`config.mk`:
```
export PLATFORM = sky130hd
export DESIGN_NAME = demux_stream
export DESIGN_NICKNAME = d
export VERILOG_FILES = /design/src/rtl/demux_pkg.sv /design/src/rtl/demux_slot.sv /design/src/rtl/demux_stream.sv
export SDC_FILE = /design/constraint.sdc
export NUM_CORES = 1
export LEC_CHECK = 0
export BUFFER_PORTS_ARGS = -buffer_cell sky130_fd_sc_hd__buf_2
export CORE_MARGIN = 2
export CORE_UTILIZATION = 52
export DETAILED_ROUTE_END_ITERATION = 6
export PLACE_DENSITY = 0.8
export SLEW_MARGIN = 20
export SYNTH_ARGS = -nofsm -noshare
export SYNTH_HDL_FRONTEND = slang
export SYNTH_HIERARCHICAL = 1
export SYNTH_SLANG_ARGS = --single-unit
```
`constraint.sdc`:
```
create_clock -name clk -period 2.7 [get_ports clk]
set_clock_uncertainty 0.2 [all_clocks]
set_input_delay 0.135 -clock clk [delete_from_list [all_inputs] [get_ports clk]]
set_output_delay 0.135 -clock clk [all_outputs]
set_load 0.05 [all_outputs]
```
`src/rtl/demux_pkg.sv`:
```
// Shared defaults and select-width helper for the stream demultiplexer.
package demux_pkg;

  localparam int unsigned DATA_W_DEF = 32;
  localparam int unsigned NUM_CH_DEF = 2;

  // Select index width for n channels, never narrower than one bit.
  function automatic int unsigned sel_w(input int unsigned n);
    return (n <= 2) ? 1 : $clog2(n);
  endfunction

endpackage

```
`src/rtl/demux_slot.sv`:
```
// One-entry register slot: holds a single beat until its consumer takes it.
module demux_slot #(
  parameter int unsigned W = 32
) (
  input  logic         clk,
  input  logic         rst,
  input  logic         load,
  input  logic [W-1:0] data_in,
  input  logic         ready_in,
  output logic         valid_out,
  output logic [W-1:0] data_out,
  output logic         can_load
);

  logic         full;
  logic [W-1:0] data;

  // Slot accepts a new beat when empty or when being drained this cycle.
  assign can_load  = !full || ready_in;
  assign valid_out = full;
  assign data_out  = data;

  always_ff @(posedge clk or posedge rst) begin
    if (rst) begin
      full <= 1'b0;
      data <= '0;
    end else if (load) begin
      full <= 1'b1;
      data <= data_in;
    end else if (ready_in) begin
      full <= 1'b0;
    end
  end

endmodule

```
`src/rtl/demux_stream.sv`:
```
// 1-to-NUM_CH valid/ready demultiplexer with one-entry slot per channel.
// Optional broadcast routing is enabled with DEMUX_BCAST_EN.
module demux_stream
  import demux_pkg::*;
#(
  parameter  int unsigned DATA_W = DATA_W_DEF,
  parameter  int unsigned NUM_CH = NUM_CH_DEF,
  localparam int unsigned SEL_W  = sel_w(NUM_CH)
) (
  input  logic                     clk,
  input  logic                     rst,
  input  logic [DATA_W-1:0]        in_data,
  input  logic [SEL_W-1:0]         in_sel,
  input  logic                     in_valid,
  output logic                     in_ready,
  output logic [NUM_CH*DATA_W-1:0] out_data,
  output logic [NUM_CH-1:0]        out_valid,
  input  logic [NUM_CH-1:0]        out_ready,
  output logic                     err_sel
`ifdef DEMUX_BCAST_EN
  ,
  input  logic                     in_bcast
`endif
);

  logic              bcast;
  logic              in_range;
  logic [NUM_CH-1:0] sel_hot;
  logic [NUM_CH-1:0] can_load;
  logic [NUM_CH-1:0] load;
  logic              accept;

`ifdef DEMUX_BCAST_EN
  assign bcast = in_bcast;
`else
  assign bcast = 1'b0;
`endif

  // Every select code is a real channel when NUM_CH is a power of two.
  generate
    if (NUM_CH == (1 << SEL_W)) begin : g_full_range
      assign in_range = 1'b1;
    end else begin : g_part_range
      assign in_range = 32'(in_sel) < NUM_CH;
    end
  endgenerate

  // Select decode, ready mux and slot load enables.
  always_comb begin
    sel_hot  = '0;
    in_ready = 1'b1;
    load     = '0;
    for (int i = 0; i < NUM_CH; i++) begin
      sel_hot[i] = in_range && (in_sel == SEL_W'(i));
    end
    if (bcast) begin
      in_ready = &can_load;
    end else if (in_range) begin
      in_ready = |(sel_hot & can_load);
    end
    accept = in_valid && in_ready;
    if (accept) begin
      load = bcast ? {NUM_CH{1'b1}} : sel_hot;
    end
  end

  // Flags an accepted beat that addressed no channel.
  always_ff @(posedge clk or posedge rst) begin
    if (rst) begin
      err_sel <= 1'b0;
    end else begin
      err_sel <= accept && !bcast && !in_range;
    end
  end

  generate
    for (genvar i = 0; i < NUM_CH; i++) begin : g_slot
      demux_slot #(.W(DATA_W)) u_slot (
        .clk      (clk),
        .rst      (rst),
        .load     (load[i]),
        .data_in  (in_data),
        .ready_in (out_ready[i]),
        .valid_out(out_valid[i]),
        .data_out (out_data[i*DATA_W +: DATA_W]),
        .can_load (can_load[i])
      );
    end
  endgenerate

endmodule

```
==> results_dict.tcl, run 1 <==
set metrics [dict create \
    htreeDepth 3 \
    path_max_fanout 33 \
    rsz0062_at_grt "false" \
    finalPower_mw 3.348 \
    antenna_left 0 \
    min_period_ns 1.951 \
    drive_above_1_share_pct 63.09 \
    cp-end-kind "flip-flop" \
    synth_top_flop_cell "dfrtp_1" \
    max_freq_ghz 0.5125 \
    synth_edf_count 0 \
    first_iter_violations 54 \
    hold_class "in -> async" \
    die_h_um 77.50 \
    power_density_nw_per_um2 870.6 \
    worstPathRequired_ns 2.71 \
    netlist_top_cells_count "dfrtp_1, mux2_4, buf_12, mux2_2, nand2b_1" \
    start_util_pct 54.31 \
    peakVddDrop_v 0.0005315 \
    syn_inst 149 \
    synth_seq_cells 66 \
    nets 332 \
    antenna_found_initial 0 \
    crit_chain "dlygate4sd3_1, buf_2, nand2b_1, and3b_2, buf_4, mux2_2" \
    tightest_slew_ns 0.6019 \
    start_kind "input port" \
    grt_max_degree 34 \
    numCtsBuffers 9 \
    status "finished, final reports clean" \
    multi_input_area_um2 999.7 \
    drc 0 \
    leakagePower_nw 1.950 \
    grt_pass1_vias 1889 \
    routedWlPerCell_um 16.20 \
    slowest_stage "dlygate4sd3_1" \
    drv_cap 0 \
    synthXorXnorAreaFrac_pct 0 \
    grt_first_pass_wirelength_um 9742 \
    vias 1763 \
    yosys.area_share.adder_pct 0 \
    cp_num_buf_inv 3 \
    slew_violations 0 \
    seq_area_frac_synth_pct 58.80 \
    crit_family "buffers and inverters" \
    synth_nets 187 \
    fin_ws_ns 0.7489 \
    yosys.area.top_type_share_pct 58.80 \
    antenna_cells 0 \
    final_hold_viol_count 0 \
    cts.clk_slew.worst_paths_ns 0.07 \
    dr.pass1.iters 4 \
    path_class "in -> reg" \
    syn_avg_cell_area_um2 18.85 \
    ios 106 \
    cp.arrival_ns 1.96 \
    place_ws_ns 0.8152 \
    die_area_um2 6005 \
    postCtsResizedCells 0 \
    synth_simple_gate_area_share_pct 1.514 \
    ys_top_cells_by_area "dfrtp_1, mux2_4, buf_12" \
    seqCellArea_um2 1652 \
    cts_root_buf "clkbuf_8" \
    clock_latency_ns 0.32 \
    wl_um 5961 \
    synth_top_family_by_area "multiplexers" \
    slew_headroom_pct 59.87 \
    synth_area_um2 2809 \
    fin_crit_sh_pct 72.26 \
    synth-compound-area-share_pct 0 \
    async_reset_ff_share_pct 100.0 \
    place.gp.congestion 0.7405 \
    setup_tns_ns 0 \
    fill_cells 314 \
    synth_top_area_cell "dfrtp_1" \
    track_usage_pct 21.26 \
    fp.coreArea_um2 5172 \
    ys_types 11 \
    dp_hpwl_um 3743 \
    area_growth_pct 36.88 \
    io_buffers 104 \
    synthMuxAreaShare_pct 33.94 \
    globalRouteOverflowTotal 0 \
    synth_warnings 6 \
    num_rows 26 \
    cpPeakStageDelay_ns 0.52 \
    timing.critical_path.depth 6 \
    die_x_um 77.50 \
    setup_viol 0 \
    clockBufferDepth 2 \
    r2r_cells 4 \
    tritoncts "yes" \
    cts.sinks 66 \
    viasPerCell 4.791 \
    yosysMostFrequentCell "dfrtp_1" \
]
worst min-delay path: stages:
cell	delay, ns
dlygate4sd3_1	0.53
buf_2	0.13
inv_1	0.05
buf_4	0.36
layer usage:
metal | wire length [um] | part of all wire [%] | vias to the layer above | GRT usage [%]
li1 | - | - | 799 | -
met1 | 2703 | 45 | 877 | 28.61
met2 | 2817 | 47 | 72 | 33.57
met3 | 309 | 5.2 | 15 | 4.535
met4 | 131 | 2.2 | 0 | 9.107
met5 | 0 | 0 | - | 0
logic make-up after synthesis:
family / Yosys count
flip-flops: 66
multiplexers: 65
buffers and inverters: 11
AND/OR/NAND/NOR: 6
other: 1
cell type report:
class | count | area share, %
clock buffer | 12 | 3.775
clock inverter | 3 | 1.041
inverter | 2 | 0.1952
multi-input combinational | 72 | 26.00
sequential | 66 | 42.95
tap | 70 | 2.278
timing repair buffer | 143 | 23.76
cell usage in the layout, fill, tap and decap left out, types with 2 or more instances in the layout:
cell             n
clkbuf_1         2
buf_2          104
dlygate4sd3_1   35
inv_1            2
mux2_4          59
nand2b_1         4
mux2_2           6
dfrtp_1         66
clkinv_2         2
clkbuf_8        10
buf_4            3
repair_timing:
item	in CTS	in global routing
hold endpoints to repair	132	0
setup buffers	0	0
hold buffers	35	0
sequential cells by signal (all words and copies together), names as in the netlist:
| register | count |
|---|---|
| g_slot.u_slot/data_out | 64 |
| g_slot.u_slot/valid_out | 2 |
worst paths after layout:
kind                                          startpoint                            end  slack [ns]
setup / recovery                            out_ready[0]   g_slot[0].u_slot/data_out[8]        0.75
hold / removal                                       rst  g_slot[0].u_slot/data_out[29]        0.26
setup reg to reg              g_slot[0].u_slot/valid_out   g_slot[0].u_slot/data_out[8]        0.80
hold reg to reg            g_slot[0].u_slot/data_out[31]  g_slot[0].u_slot/data_out[31]        0.30
max in group asynchronous                            rst   g_slot[1].u_slot/data_out[7]        1.72
min in group clk           g_slot[0].u_slot/data_out[31]  g_slot[0].u_slot/data_out[31]        0.30
report_power, final:
group          internal (mW)  leakage, nW  switching [mW]
combinational          0.423         1.08           0.864
sequential              1.17        0.777           0.105
clock                  0.445       0.0962           0.340
stage by stage:
| step | area [um^2] | util, % | hold slack (ns) | instances |
|---|---|---|---|---|
| CTS | 3845 | 74.33 | 0.2514 | 368 |
| global placement | 3309 | 63.98 | 0.05051 | 318 |
| detailed placement | 3309 | 63.98 | 0.06693 | 318 |
| finish | 3845 | 74.33 | 0.2551 | 368 |
| global route | 3845 | 74.33 | 0.3165 | 368 |
| floorplan | 2809 | - | 0.06390 | 149 |
Power figures use the tool's default switching activity.
==> run 2: changes to the inputs <==
--- a/config.mk
+++ b/config.mk
@@ -5,11 +5,12 @@
 export SDC_FILE = /design/constraint.sdc
 export NUM_CORES = 1
 export LEC_CHECK = 0
+export ABC_AREA = 1
 export BUFFER_PORTS_ARGS = -buffer_cell sky130_fd_sc_hd__buf_2
 export CORE_MARGIN = 2
-export CORE_UTILIZATION = 52
+export CORE_UTILIZATION = 43
 export DETAILED_ROUTE_END_ITERATION = 6
-export PLACE_DENSITY = 0.8
+export PLACE_DENSITY = 0.71
 export SLEW_MARGIN = 20
 export SYNTH_ARGS = -nofsm -noshare
 export SYNTH_HDL_FRONTEND = slang
==> constraint.sdc (replaced) <==
create_clock -name clk -period 1.6 [get_ports clk]
set_clock_uncertainty 0.2 [all_clocks]
set_input_delay 0.08 -clock clk [delete_from_list [all_inputs] [get_ports clk]]
set_output_delay 0.08 -clock clk [all_outputs]
set_load 0.05 [all_outputs]
==> run 2 against run 1 <==
Count of clock-buffer cells in the layout is 1 lower. Largest cell class unchanged. Highest routed layer unchanged. Die area is 15% higher. Total power is 48% higher. Critical endpoint is now in_ready.
==> results_dict.tcl, run 2 <==
set metrics [dict create \
    largest_reg_flops 64 \
    grtUsageMet1_pct 23.76 \
    clock_latency_ns 0.33 \
    num_rows 28 \
    hold_start "in_valid" \
    cp_num_buf_inv 4 \
    combPwrFrac_pct 35.3 \
    netlist_top_cells_count "nand2_1, dfrtp_1, nand2_2" \
    ys_types 12 \
    wl_um 6289 \
    place_ws_ns 0.1566 \
    critical_path.startpoint "out_ready[1]" \
    path_max_fanout 2 \
    seq_area_frac_synth_pct 61.11 \
    die_h_um 83.28 \
    grtUsageMet3_pct 6.859 \
    cts.sinks 66 \
    clockBufferDepth 2 \
    start_util_pct 45.11 \
    cpPeakStageDelay_ns 0.54 \
    die_x_um 83.28 \
    dpl_cell_area_um2 3189 \
    place.gp.congestion 0.7465 \
    grtUsageMet2_pct 33.21 \
    track_usage_pct 19.86 \
    finalInstanceArea_um2 3704 \
    dp_hpwl_um 4083 \
    synth_edf_count 0 \
    min_path_cells 5 \
    antenna_cells 0 \
    setup_tns_ns 0 \
    worstHoldEndpoint "g_slot[1].u_slot/data_out[13]" \
    yosys.area.top_type_share_pct 61.11 \
    slowest_stage "dlygate4sd3_1" \
    vias 2295 \
    synth_area_um2 2703 \
    start_kind "input port" \
    syn_avg_cell_area_um2 9.287 \
    post-cts-setup-buffers 0 \
    grt_first_pass_wirelength_um 11060 \
    rsz0062_at_grt "false" \
    globalRouteOverflowTotal 0 \
    area_growth_pct 37.04 \
    cts_root_buf "clkbuf_8" \
    power_density_nw_per_um2 1342 \
    die_area_um2 6936 \
    tritoncts "yes" \
    crit_path_frequent_cell "nand2_1" \
    setup_viol 0 \
    pwr-share-seq_pct 41.9 \
    htreeDepth 3 \
    io_buffers 104 \
    antenna_left 0 \
    swShare_pct 41.93 \
    yosysMostFrequentCell "nand2_1" \
    r2r_start "g_slot[1].u_slot/valid_out" \
    grt-busiest-layer "met2" \
    dr.pass1.iters 4 \
    synth_top_flop_cell "dfrtp_1" \
    drc 0 \
    ios 106 \
    crit_chain "dlygate4sd3_1, buf_2, inv_1, nand2_1, nand2_1, nand2_1, clkbuf_4" \
    internal-power_mw 2.886 \
    max_freq_ghz 0.6589 \
    synth_top_area_cell "dfrtp_1" \
    finalPower_mw 4.969 \
    peakVddDrop_v 0.0007171 \
    fin_ws_ns 0.08239 \
    rr_endpoint "g_slot[1].u_slot/data_out[14]" \
    leakagePower_nw 2.151 \
    hold_class "in -> reg" \
    nets 471 \
    numCtsBuffers 9 \
    p_switching_mw 2.084 \
    viasPerCell 4.482 \
    ff2ff_setup_slack_ns 0.16 \
    cp.arrival_ns 1.24 \
    cp-end-kind "output pin" \
    fin_crit_sh_pct 94.85 \
    routedWlPerCell_um 12.28 \
    path_class "in -> out" \
    worstPathRequired_ns 1.32 \
    crit_family "buffers and inverters" \
    layout_commonest_cell "nand2_1" \
    synth_nets 329 \
    fp.coreArea_um2 5991 \
    first_iter_violations 113 \
    final_cell_mix "nand2_1, buf_2, dfrtp_1" \
    slew_violations 0 \
    synth_warnings 6 \
    synth_seq_cells 66 \
    ys_top_cells_by_area "dfrtp_1, nand2_1, nand2_2" \
    antenna_found_initial 0 \
    syn_inst 291 \
    cts.clk_slew.worst_paths_ns 0.07 \
    status "finished, final reports clean" \
    async_reset_ff_share_pct 100.0 \
    clockPowerShare_pct 22.8 \
    min_period_ns 1.518 \
    grt_max_degree 34 \
    grt_pass1_vias 2371 \
    r2r_cells 6 \
    drive_above_1_share_pct 33.41 \
    drv_cap 0 \
    final_hold_viol_count 0 \
]
-- run 2: cell families (layout without fill, tap and decap cells) --
logic type	Yosys count	in the layout	synth area share [%]
and+or+nand+nor	201	201	29.77
DFF	66	66	61.11
buffers and inverters	23	169	8.981
other	1	1	0.1388
-- run 2: what timing repair did --
| action | 4_1_cts | 5_1_grt |
|---|---|---|
| setup endpoints to repair | 0 | 1 |
| hold endpoints to repair | 132 | 0 |
| hold buffers | 36 | 0 |
| gates resized for setup | 0 | 1 |
-- run 2: per-stage QoR --
| step | hold WS, ns | util (%) | std cells |
|---|---|---|---|
| after global routing | 0.02862 | 61.82 | 512 |
| final | 0.02567 | 61.82 | 512 |
| after global placement | 0.003417 | 53.24 | 461 |
| after detailed placement | 0.01239 | 53.24 | 461 |
| after floorplan | -0.007609 | - | 291 |
| after CTS | 0.01721 | 61.78 | 512 |
-- run 2: cell type report --
cell class / instances / area, um^2
inverter: 8 / 45.04
tap: 75 / 93.84
multi-input combinational: 202 / 820.8
sequential: 66 / 1652
clock inverter: 4 / 20.02
timing repair buffer: 146 / 940.9
fill: 532 / 2287
clock buffer: 11 / 131.4
-- run 2: layer usage --
layer / vias to the layer above / wire (um)
li1: 1141 / -
met1: 1064 / 2622
met2: 78 / 3144
met3: 12 / 432
met4: 0 / 89
met5: - / 0
-- run 2: worst max-delay path by stage --
stage / endpoint / slack [ns] / cells past startpoint
2_1_floorplan: g_slot[1].u_slot/data_out[11] / 0.002 / 8
3_3_place_gp: g_slot[1].u_slot/data_out[12] / 0.24 / 6
3_5_place_dp: g_slot[1].u_slot/data_out[14] / 0.16 / 6
4_1_cts: in_ready / 0.06 / 4
5_1_grt: in_ready / 0.001 / 7
6_report: in_ready / 0.08 / 7
-- run 2: worst reg2reg max path, delay by kind of cell (launching register included) --
family / cells / cell delay [ns]
AND/OR/NAND/NOR: 5 / 0.53
flip-flops: 1 / 0.38
buffers and inverters: 1 / 0.27
-- run 2: power groups by stage --
| stage | Sequential [mW] | Combinational [mW] | Clock (mW) |
|---|---|---|---|
| after floorplan | 3.04 | 0.370 | 0 |
| after global placement | 2.10 | 1.68 | 0 |
| after detailed placement | 2.10 | 1.70 | 0 |
| after CTS | 2.08 | 1.77 | 1.18 |
| after global routing | 2.12 | 1.87 | 1.24 |
| final | 2.08 | 1.76 | 1.13 |
==> run 3: changes to the inputs <==
--- a/config.mk
+++ b/config.mk
@@ -10,7 +10,9 @@
 export CORE_MARGIN = 2
 export CORE_UTILIZATION = 43
 export DETAILED_ROUTE_END_ITERATION = 6
+export HOLD_SLACK_MARGIN = 0.02
 export PLACE_DENSITY = 0.71
+export SETUP_SLACK_MARGIN = 0.1
 export SLEW_MARGIN = 20
 export SYNTH_ARGS = -nofsm -noshare
 export SYNTH_HDL_FRONTEND = slang
==> run 3 against run 2 <==
Die area unchanged. Cell count up 0.39%. Worst hold slack better by 0.077 ns. Maximum frequency up 6.5%. Core utilization up 1.7 points. Largest cell class unchanged. Highest routed layer unchanged. First-iteration DRC count up 15%. Global-route usage up 0.25 points. Sequential share of layout area down 1.1 points. Worst setup slack better by 0.092 ns.
==> results_dict.tcl, run 3 (synthesized netlist as in run 2, its figures left out) <==
set metrics [dict create \
    layout_commonest_cell "nand2_1" \
    swShare_pct 38.86 \
    clockBufferDepth 2 \
    wl_um 6561 \
    area_growth_pct 40.74 \
    power_density_nw_per_um2 1441 \
    r2r_start "g_slot[1].u_slot/valid_out" \
    drc 0 \
    grt_max_degree 34 \
    globalRouteOverflowTotal 0 \
    tritoncts "yes" \
    ios 106 \
    hold_class "in -> reg" \
    first_iter_violations 130 \
    max_freq_ghz 0.7015 \
    setup_tns_ns 0 \
    min_path_cells 5 \
    viasPerCell 4.479 \
    min_period_ns 1.425 \
    numCtsBuffers 9 \
    track_usage_pct 20.11 \
    internal-power_mw 3.350 \
    hold_start "in_sel" \
    path_max_fanout 2 \
    drive_above_1_share_pct 35.08 \
    rr_endpoint "g_slot[1].u_slot/valid_out" \
    antenna_cells 0 \
    htreeDepth 3 \
    rsz0062_at_grt "false" \
    fill_cells 537 \
    antenna_found_initial 0 \
    leakagePower_nw 2.190 \
    final_hold_viol_count 0 \
    place.gp.congestion 0.7477 \
    vias 2302 \
    fin_cells 514 \
    cp-end-kind "output pin" \
    cts.clk_slew.worst_paths_ns 0.07 \
    dr.pass1.iters 4 \
    combPwrFrac_pct 32.2 \
    die_h_um 83.28 \
    clockPowerShare_pct 29.7 \
    dp_hpwl_um 4372 \
    routedWlPerCell_um 12.76 \
    setup_viol 0 \
    clock_latency_ns 0.33 \
    drv_cap 0 \
    critical_path.startpoint "out_ready[0]" \
    cts_root_buf "clkbuf_8" \
    die_area_um2 6936 \
    final_cell_mix "nand2_1, buf_2, dfrtp_1" \
    ff2ff_setup_slack_ns 0.20 \
    fp.coreArea_um2 5991 \
    fin_crit_sh_pct 89.09 \
    die_x_um 83.28 \
    cts.sinks 66 \
    p_switching_mw 2.130 \
    cp.arrival_ns 1.15 \
    slew_violations 0 \
    start_util_pct 45.11 \
    nets 472 \
    grt_first_pass_wirelength_um 11180 \
    largest_reg_flops 64 \
    start_kind "input port" \
    pwr-share-seq_pct 38.1 \
    peakVddDrop_v 0.0007873 \
    status "finished, final reports clean" \
    num_rows 28 \
    path_class "in -> out" \
    antenna_left 0 \
    worstPathRequired_ns 1.32 \
    io_buffers 104 \
    grt_pass1_vias 2358 \
    dp_cells 463 \
    r2r_cells 3 \
    worstHoldEndpoint "g_slot[1].u_slot/valid_out" \
]
## run 3: cell types whose count changed in the layout (fill, tap and decap cells not counted), sizes merged
| cell | before | now |
|---|---|---|
| clkinvlp | 0 | 1 |
| buf | 109 | 112 |
| clkinv | 4 | 1 |
| dlygate4sd3 | 36 | 35 |
| bufinv | 0 | 2 |
## run 3: worst max-delay path by stage
stage / endpoint / slack, ns / depth (start not counted)
final: in_ready / 0.17 / 7
after global placement: g_slot[1].u_slot/data_out[11] / 0.24 / 6
after floorplan: g_slot[1].u_slot/data_out[11] / 0.10 / 8
after detailed placement: g_slot[1].u_slot/data_out[0] / 0.20 / 6
after global routing: in_ready / 0.11 / 7
after CTS: in_ready / 0.13 / 4
## run 3: power by group through the flow
stage	clock [mW]	combinational, mW	sequential (mW)
6_report	1.63	1.77	2.09
5_1_grt	1.75	1.88	2.12
4_1_cts	1.66	1.78	2.09
3_5_place_dp	0	1.71	2.11
3_3_place_gp	0	1.69	2.11
2_1_floorplan	0	0.370	3.04
## run 3: layout make-up
| class | count | area [um^2] | area share [%] |
|---|---|---|---|
| Clock inverter | 4 | 72.57 | 1.908 |
| Clock buffer | 12 | 165.2 | 4.342 |
| Sequential cell | 66 | 1654 | 43.49 |
| Multi-Input combinational cell | 202 | 823.3 | 21.64 |
| Timing Repair Buffer | 147 | 949.7 | 24.97 |
| Tap cell | 75 | 93.84 | 2.467 |
| Inverter | 8 | 45.04 | 1.184 |
## run 3: critical path, stage by stage
cell,delay (ns)
dlygate4sd3_1,0.53
buf_2,0.12
inv_1,0.04
nand2_1,0.06
nand2_2,0.09
nand2_1,0.07
buf_6,0.15
## run 3: what timing repair did
action,CTS,global route
endpoints found under the hold margin,132,0
pin swaps,0,1
setup endpoints to repair,1,3
hold buffers,35,0
resized for setup,2,1
buffers inserted,0,0
## run 3: metal layers
metal | global-route usage, % | wire [um] | up-vias
met5 | 0 | 0 | -
met4 | 7.452 | 22 | 0
met3 | 5.070 | 385 | 2
met2 | 34.46 | 3386 | 68
met1 | 24.46 | 2767 | 1089
li1 | - | - | 1143
## run 3: stage by stage
stage | hold slack [ns] | utilization, % | instance area (um^2) | setup WS (ns) | power [mW]
floorplan | -0.007609 | - | 2705 | 0.1037 | 3.410
global placement | -0.05569 | 53.53 | 3207 | 0.2360 | 3.794
detailed placement | -0.05098 | 53.53 | 3207 | 0.1976 | 3.825
CTS | 0.1011 | 63.45 | 3801 | 0.1279 | 5.526
global route | 0.1205 | 63.49 | 3804 | 0.1102 | 5.744
finish | 0.1024 | 63.49 | 3804 | 0.1745 | 5.480
